File: src/rtl/vadd_engine.sv
// ---------------------------------------------------------------------------
// vadd_engine
//   Vector-add compute engine sitting behind the host CSR block. On a rising
//   edge of `launch` it computes c[i] = a[i] + b[i] for i = 0..length-1, one
//   64-bit element per memory beat. Each element is processed with three
//   single-beat requests (read a, read b, write c) over the shared memory
//   port. When the vector is done it pulses `finish` together with
//   `event_counter_valid` and reports the number of busy cycles.
//
// Ports
//   clock, reset          : rising-edge clock, asynchronous active-low reset
//   launch                : CSR level; a 0->1 edge while idle starts a run
//   finish                : one-cycle completion pulse
//   event_counter_valid   : one-cycle pulse, coincident with finish
//   event_counter_value   : busy-cycle count of the last run (held until next start)
//   length                : element count (0 is legal and completes at once)
//   a_addr/b_addr/c_addr  : element-aligned base byte addresses
//   mem_req_*             : request channel (accepted the cycle it is valid)
//   mem_wr_valid/bits     : write-data channel (accepted the cycle it is valid)
//   mem_rd_valid/bits     : read-data channel from memory
//   mem_rd_ready          : high only while the engine waits for read data
// ---------------------------------------------------------------------------
module vadd_engine #(
  parameter int HOST_DATA_BITS = 32,
  parameter int MEM_LEN_BITS   = 8,
  parameter int MEM_ADDR_BITS  = 64,
  parameter int MEM_DATA_BITS  = 64
) (
  input  logic                      clock,
  input  logic                      reset,
  input  logic                      launch,
  output logic                      finish,
  output logic                      event_counter_valid,
  output logic [HOST_DATA_BITS-1:0] event_counter_value,
  input  logic [HOST_DATA_BITS-1:0] length,
  input  logic [HOST_DATA_BITS-1:0] a_addr,
  input  logic [HOST_DATA_BITS-1:0] b_addr,
  input  logic [HOST_DATA_BITS-1:0] c_addr,
  output logic                      mem_req_valid,
  output logic                      mem_req_opcode,
  output logic [MEM_LEN_BITS-1:0]   mem_req_len,
  output logic [MEM_ADDR_BITS-1:0]  mem_req_addr,
  output logic                      mem_wr_valid,
  output logic [MEM_DATA_BITS-1:0]  mem_wr_bits,
  input  logic                      mem_rd_valid,
  input  logic [MEM_DATA_BITS-1:0]  mem_rd_bits,
  output logic                      mem_rd_ready
);

  // log2 of the element stride in bytes (8 bytes for 64-bit elements)
  localparam int STRIDE_SH = $clog2(MEM_DATA_BITS / 8);

  typedef enum logic [2:0] {
    S_IDLE   = 3'd0,
    S_RA_REQ = 3'd1,
    S_RA_DAT = 3'd2,
    S_RB_REQ = 3'd3,
    S_RB_DAT = 3'd4,
    S_WR_REQ = 3'd5,
    S_WR_DAT = 3'd6,
    S_DONE   = 3'd7
  } state_t;

  state_t                    state_q, state_d;
  logic                      launch_q, launch_d;
  logic [HOST_DATA_BITS-1:0] idx_q, idx_d;
  logic [HOST_DATA_BITS-1:0] counter_q, counter_d;
  logic [MEM_DATA_BITS-1:0]  a_q, a_d;
  logic [MEM_DATA_BITS-1:0]  b_q, b_d;

  logic start;
  logic last_elem;
  logic busy;

  // Saturating increment: the busy counter sticks at all-ones instead of wrapping.
  function automatic logic [HOST_DATA_BITS-1:0] sat_inc(input logic [HOST_DATA_BITS-1:0] v);
    if (v == {HOST_DATA_BITS{1'b1}}) begin
      return v;
    end
    return v + HOST_DATA_BITS'(1);
  endfunction

  // Element byte address: base is zero-extended, then base + idx*stride,
  // all wrapping modulo 2^MEM_ADDR_BITS.
  function automatic logic [MEM_ADDR_BITS-1:0] elem_addr(input logic [HOST_DATA_BITS-1:0] base,
                                                         input logic [HOST_DATA_BITS-1:0] idx);
    return MEM_ADDR_BITS'(base) + (MEM_ADDR_BITS'(idx) << STRIDE_SH);
  endfunction

  // Only a fresh 0->1 launch edge seen while idle starts a run.
  assign start     = (state_q == S_IDLE) && launch && !launch_q;
  assign last_elem = (idx_q == (length - HOST_DATA_BITS'(1)));
  assign busy      = (state_q != S_IDLE) && (state_q != S_DONE);

  // State register
  always_ff @(posedge clock or negedge reset) begin
    if (!reset) begin
      state_q <= S_IDLE;
    end else begin
      state_q <= state_d;
    end
  end

  // Next-state logic
  always_comb begin
    state_d = state_q;
    case (state_q)
      S_IDLE: begin
        if (start) begin
          state_d = (length == '0) ? S_DONE : S_RA_REQ;
        end
      end
      S_RA_REQ: state_d = S_RA_DAT;
      S_RA_DAT: if (mem_rd_valid) state_d = S_RB_REQ;
      S_RB_REQ: state_d = S_RB_DAT;
      S_RB_DAT: if (mem_rd_valid) state_d = S_WR_REQ;
      S_WR_REQ: state_d = S_WR_DAT;
      S_WR_DAT: state_d = last_elem ? S_DONE : S_RA_REQ;
      S_DONE:   state_d = S_IDLE;
      default:  state_d = S_IDLE;
    endcase
  end

  // Output logic (Moore): everything is derived from the current state, so
  // an asynchronous reset forces every output to zero immediately.
  always_comb begin
    finish              = 1'b0;
    event_counter_valid = 1'b0;
    mem_req_valid       = 1'b0;
    mem_req_opcode      = 1'b0;
    mem_req_addr        = '0;
    mem_wr_valid        = 1'b0;
    mem_wr_bits         = '0;
    mem_rd_ready        = 1'b0;
    case (state_q)
      S_RA_REQ: begin
        mem_req_valid = 1'b1;
        mem_req_addr  = elem_addr(a_addr, idx_q);
      end
      S_RA_DAT: mem_rd_ready = 1'b1;
      S_RB_REQ: begin
        mem_req_valid = 1'b1;
        mem_req_addr  = elem_addr(b_addr, idx_q);
      end
      S_RB_DAT: mem_rd_ready = 1'b1;
      S_WR_REQ: begin
        mem_req_valid  = 1'b1;
        mem_req_opcode = 1'b1;
        mem_req_addr   = elem_addr(c_addr, idx_q);
      end
      S_WR_DAT: begin
        mem_wr_valid = 1'b1;
        mem_wr_bits  = a_q + b_q;  // carry out of the top bit is dropped
      end
      S_DONE: begin
        finish              = 1'b1;
        event_counter_valid = 1'b1;
      end
      default: ;
    endcase
  end

  assign mem_req_len         = '0;
  assign event_counter_value = counter_q;

  // Datapath next-state: element index, busy counter, operand holding regs
  always_comb begin
    launch_d  = launch;
    idx_d     = idx_q;
    counter_d = counter_q;
    a_d       = a_q;
    b_d       = b_q;
    if (start) begin
      idx_d     = '0;
      counter_d = '0;
    end else if (busy) begin
      counter_d = sat_inc(counter_q);
    end
    if ((state_q == S_RA_DAT) && mem_rd_valid) begin
      a_d = mem_rd_bits;
    end
    if ((state_q == S_RB_DAT) && mem_rd_valid) begin
      b_d = mem_rd_bits;
    end
    if ((state_q == S_WR_DAT) && !last_elem) begin
      idx_d = idx_q + HOST_DATA_BITS'(1);
    end
  end

  always_ff @(posedge clock or negedge reset) begin
    if (!reset) begin
      launch_q  <= 1'b0;
      idx_q     <= '0;
      counter_q <= '0;
      a_q       <= '0;
      b_q       <= '0;
    end else begin
      launch_q  <= launch_d;
      idx_q     <= idx_d;
      counter_q <= counter_d;
      a_q       <= a_d;
      b_q       <= b_d;
    end
  end

endmodule

File: config.mk
export PLATFORM = sky130hd
export DESIGN_NAME = vadd_engine
export DESIGN_NICKNAME = d
export VERILOG_FILES = /design/src/rtl/vadd_engine.sv
export SDC_FILE = /design/constraint.sdc
export NUM_CORES = 1
export LEC_CHECK = 0
export CORE_AREA = 5 5 190 192
export CTS_CLUSTER_DIAMETER = 40
export DETAILED_ROUTE_END_ITERATION = 8
export DIE_AREA = 0 0 195 197
export PLACE_DENSITY = 0.75
export SYNTH_ARGS = -nofsm -noshare
export SYNTH_HDL_FRONTEND = slang
export SYNTH_SLANG_ARGS = --single-unit
File: constraint.sdc
create_clock -name clock -period 6.4 [get_ports clock]
set_clock_uncertainty 0.1 [all_clocks]
set_input_delay 1.92 -clock clock [delete_from_list [all_inputs] [get_ports clock]]
set_output_delay 1.92 -clock clock [all_outputs]
set_load 0.1 [all_outputs]
==> results.tsv <==
stage	metric	value	unit
outcome	status	finished, violations left	
outcome	violated checks	negative setup slack	
clock_tree	Hold Buf Count CTS	0	
timing	Hold Slack	0.414	ns
timing	fin crit period	6.89	ns
grt	first-pass GRT wire length	81500	um
die	Chip Width	195	um
timing	Final period util	108	%
min_path	Hold EP	b_q[19]	
clock_tree	Clock Latency Late Sink	0.44	ns
drt	DRT antenna net count	0	
synth	fraction of the mapped netlist area in adder cells	8.32	%
grt	GRT Total Usage	25.7	%
clock_tree	CTS tree	done	
power_and_ir_drop	pwr dens	607	mW/mm2
synth	Seq/Total Area, Yosys	31.0	%
place	Port Buffer Count	333	
synth	syn avg cell area	8.63	um2
critical_path	Req. time, crit path	4.38	ns
final_layout	layout cells sized above 1	24.9	%
synth	Synth Cell Area	0.0158	mm2
final_layout	Layout Nets	2526	
clock_tree	TritonCTS Sinks	196	
synth	simple-gate share of the synthesized area	19.5	%
critical_path	r2r setup slk	2.43	ns
grt	initial antenna violation count	4	
final_layout	cell area after layout	0.0220	mm2
place	Post-DP Area	0.0206	mm2
synth	compound-cell area share of the yosys netlist	17.9	%
power_and_ir_drop	Worst VDD drop	0.468	mV
synth	largest family of logic cells by synthesized area	simple AND/OR/NAND/NOR gates	
clock_tree	CTS buffer count	17	
drt	vias	15500	
min_path	Hold Crit Class	flip-flop to flip-flop	
drt	Wirelength per Cell	19.3	um
die	Die Y	197	um
critical_path	Worst Path Max Fanout	3	
synth	Yosys top cell area share	31.0	%
min_path	hold depth	1	
place	GP Congestion	0.948	
timing	Max Clk Rate	0.145	GHz
critical_path	Reg2Reg Depth	10	
timing	worst slew margin relative to its limit	21.1	%
clock_tree	Max H-tree Level	4	
synth	Distinct cells, synth	85	
die	die area	0.0384	mm2
critical_path	reg-to-reg startpoint	idx_q[2]	
synth	leading area contributor after synthesis	dfrtp_1	
critical_path	Critical Path Source Type	input port	
timing	Final setup violation count	21	
timing	final worst setup slack	-0.489	ns
synth	Post-Syn Instances	1832	
critical_path	kind of critical path	input port to output port	
place	DP HPWL	39800	um
final_layout	utilization after layout	64.3	%
grt	vias in the first global route	15400	
timing	max-slew violations	0	
timing	Hold Vio Cnt, Final	0	
min_path	min-delay src	b_q[19]	
timing	TNS Setup	-5.12	ns
grt	grt total ovfl	0	
final_layout	most frequent cells in the layout	dfrtp_1, clkdlybuf4s50_1, nor2_1	
synth	Post-synth EDFFs	0	
synth	ys flop type	dfrtp_1	
drt	Initial DRT Pass Iterations	5	
drt	initial DRC count	942	
synth	yosys warns	0	
timing	worst slew pin tran	1.17	ns
critical_path	Worst Setup End Kind	output port	
synth	Synth Register Bits	196	
final_layout	Layout area overhead	39.0	%
synth	Post-synth ARST share	100	%
clock_tree	root buffer cell	clkbuf_16	
drt	drt total wl	52100	um
synth	Synth Area in XOR/XNOR	8.03	%
grt	largest net degree at the start of global routing	119	
critical_path	FF-to-FF End	idx_q[31]	
die	row cnt	68	
final_layout	commonest non-fill, non-tap cell in the layout	dfrtp_1	
flow_run	max_cap viols	0	
synth	multiplexer area fraction after synthesis	10.2	%
drt	drt via density	5.75	
drt	drt drc	0	
clock_tree	clock buffer depth	2	
timing	RSZ-0062 raised after global routing	yes	
power_and_ir_drop	P_leak	9.55	nW
place	pre-CTS setup slack	-0.905	ns
die	I/O pins	370	
critical_path	crit path DAT	4.87	ns
clock_tree	clock slew at reported path FFs	0.08	ns
synth	Synth area leaders	dfrtp_1, mux2_2, ha_1	
die	initial core utilization	46.3	%
die	core area	0.0342	mm2
[worst max-delay path, cell delays in order]
cell             delay, ns
clkdlybuf4s15_1       0.20
a22oi_2               0.16
nand2_2               0.09
ha_4                  0.28
nand2_2               0.05
o211ai_1              0.28
a221oi_4              0.13
a2111oi_4             0.50
o2111ai_4             0.17
a311oi_2              0.35
buf_4                 0.18
a21o_1                0.15
xnor2_2               0.08
nor2_4                0.12
buf_12                0.18
[cells by family after synthesis]
logic type      after synthesis
xor+xnor                    145
simple gates                637
flops                       196
other cells                   1
fa+ha+maj                   104
buf+inv                     166
mux                         145
compound gates              438
[layer usage]
| layer | vias to the layer above | part of all wire [%] | GRT usage [%] |
|---|---|---|---|
| met4 | 2 | 3.0 | 8.53 |
| met3 | 86 | 6.6 | 4.51 |
| met5 | - | 0.021 | 0 |
| met1 | 7507 | 40 | 31.8 |
| met2 | 597 | 50 | 45.6 |
| li1 | 7315 | - | - |
[synthesized netlist by cell type (15+ instances only)]
| master | count |
|---|---|
| buf_4 | 39 |
| nor2b_1 | 19 |
| and2_1 | 16 |
| inv_1 | 57 |
| nor3_1 | 45 |
| nand3_1 | 59 |
| xor2_1 | 66 |
| o21ai_0 | 103 |
| dfrtp_1 | 196 |
| o21bai_1 | 17 |
| mux2_2 | 131 |
| nor2_1 | 187 |
| nand4_1 | 29 |
| xnor2_1 | 79 |
| nand2_1 | 159 |
| and3_1 | 36 |
| nor4_1 | 15 |
| a31oi_1 | 18 |
| clkbuf_1 | 62 |
| ha_1 | 102 |
| or3_1 | 17 |
| a21oi_1 | 121 |
| a22oi_1 | 31 |
| a21o_1 | 53 |
[stage by stage]
stage	cells	power [mW]
detailed placement	2632	11.9
finish	2697	13.3
CTS	2687	13.2
global route	2697	14.1
floorplan	1867	9.13
global placement	2632	11.7
[sequential cells by signal (all words and copies together) (netlist names)]
name and cells:
a_q 64, b_q 64, launch_q 1, idx_q 32, state_q 3, event_counter_value 32
[final cells by class]
class	count	area (um2)
inverter	57	214
clock buffer	17	425
timing repair buffer	449	4570
clock inverter	15	136
fill	2737	12200
sequential	196	4900
multi-input combinational	1505	11200
tap	455	569
antenna	3	7.51
[where the power goes]
group	total [mW]	switching (mW)	internal, mW	leakage [nW]
combinational	10.2	6.55	3.62	6.83
sequential	2.13	0.385	1.75	2.45
clock	1.05	0.533	0.516	0.277
[worst max path at each step]
stage / from / end / cells after the start
5_1_grt: b_addr[4] / mem_req_addr[32] / 16
4_1_cts: b_addr[4] / mem_req_addr[32] / 17
3_5_place_dp: c_addr[9] / mem_req_addr[34] / 15
3_3_place_gp: b_addr[4] / mem_req_addr[34] / 16
2_1_floorplan: b_addr[16] / mem_req_addr[31] / 11
6_report: c_addr[6] / mem_req_addr[32] / 15
[what timing repair did]
| item | CTS | global route |
|---|---|---|
| endpoints found under the setup margin | 25 | 31 |
| buffers inserted | 27 | 10 |
| endpoints found under the hold margin | 0 | 0 |
| resized for setup | 144 | 54 |
| pin swaps | 101 | 78 |
| cloned | 0 | 0 |
(Power assumes the default switching activity.)
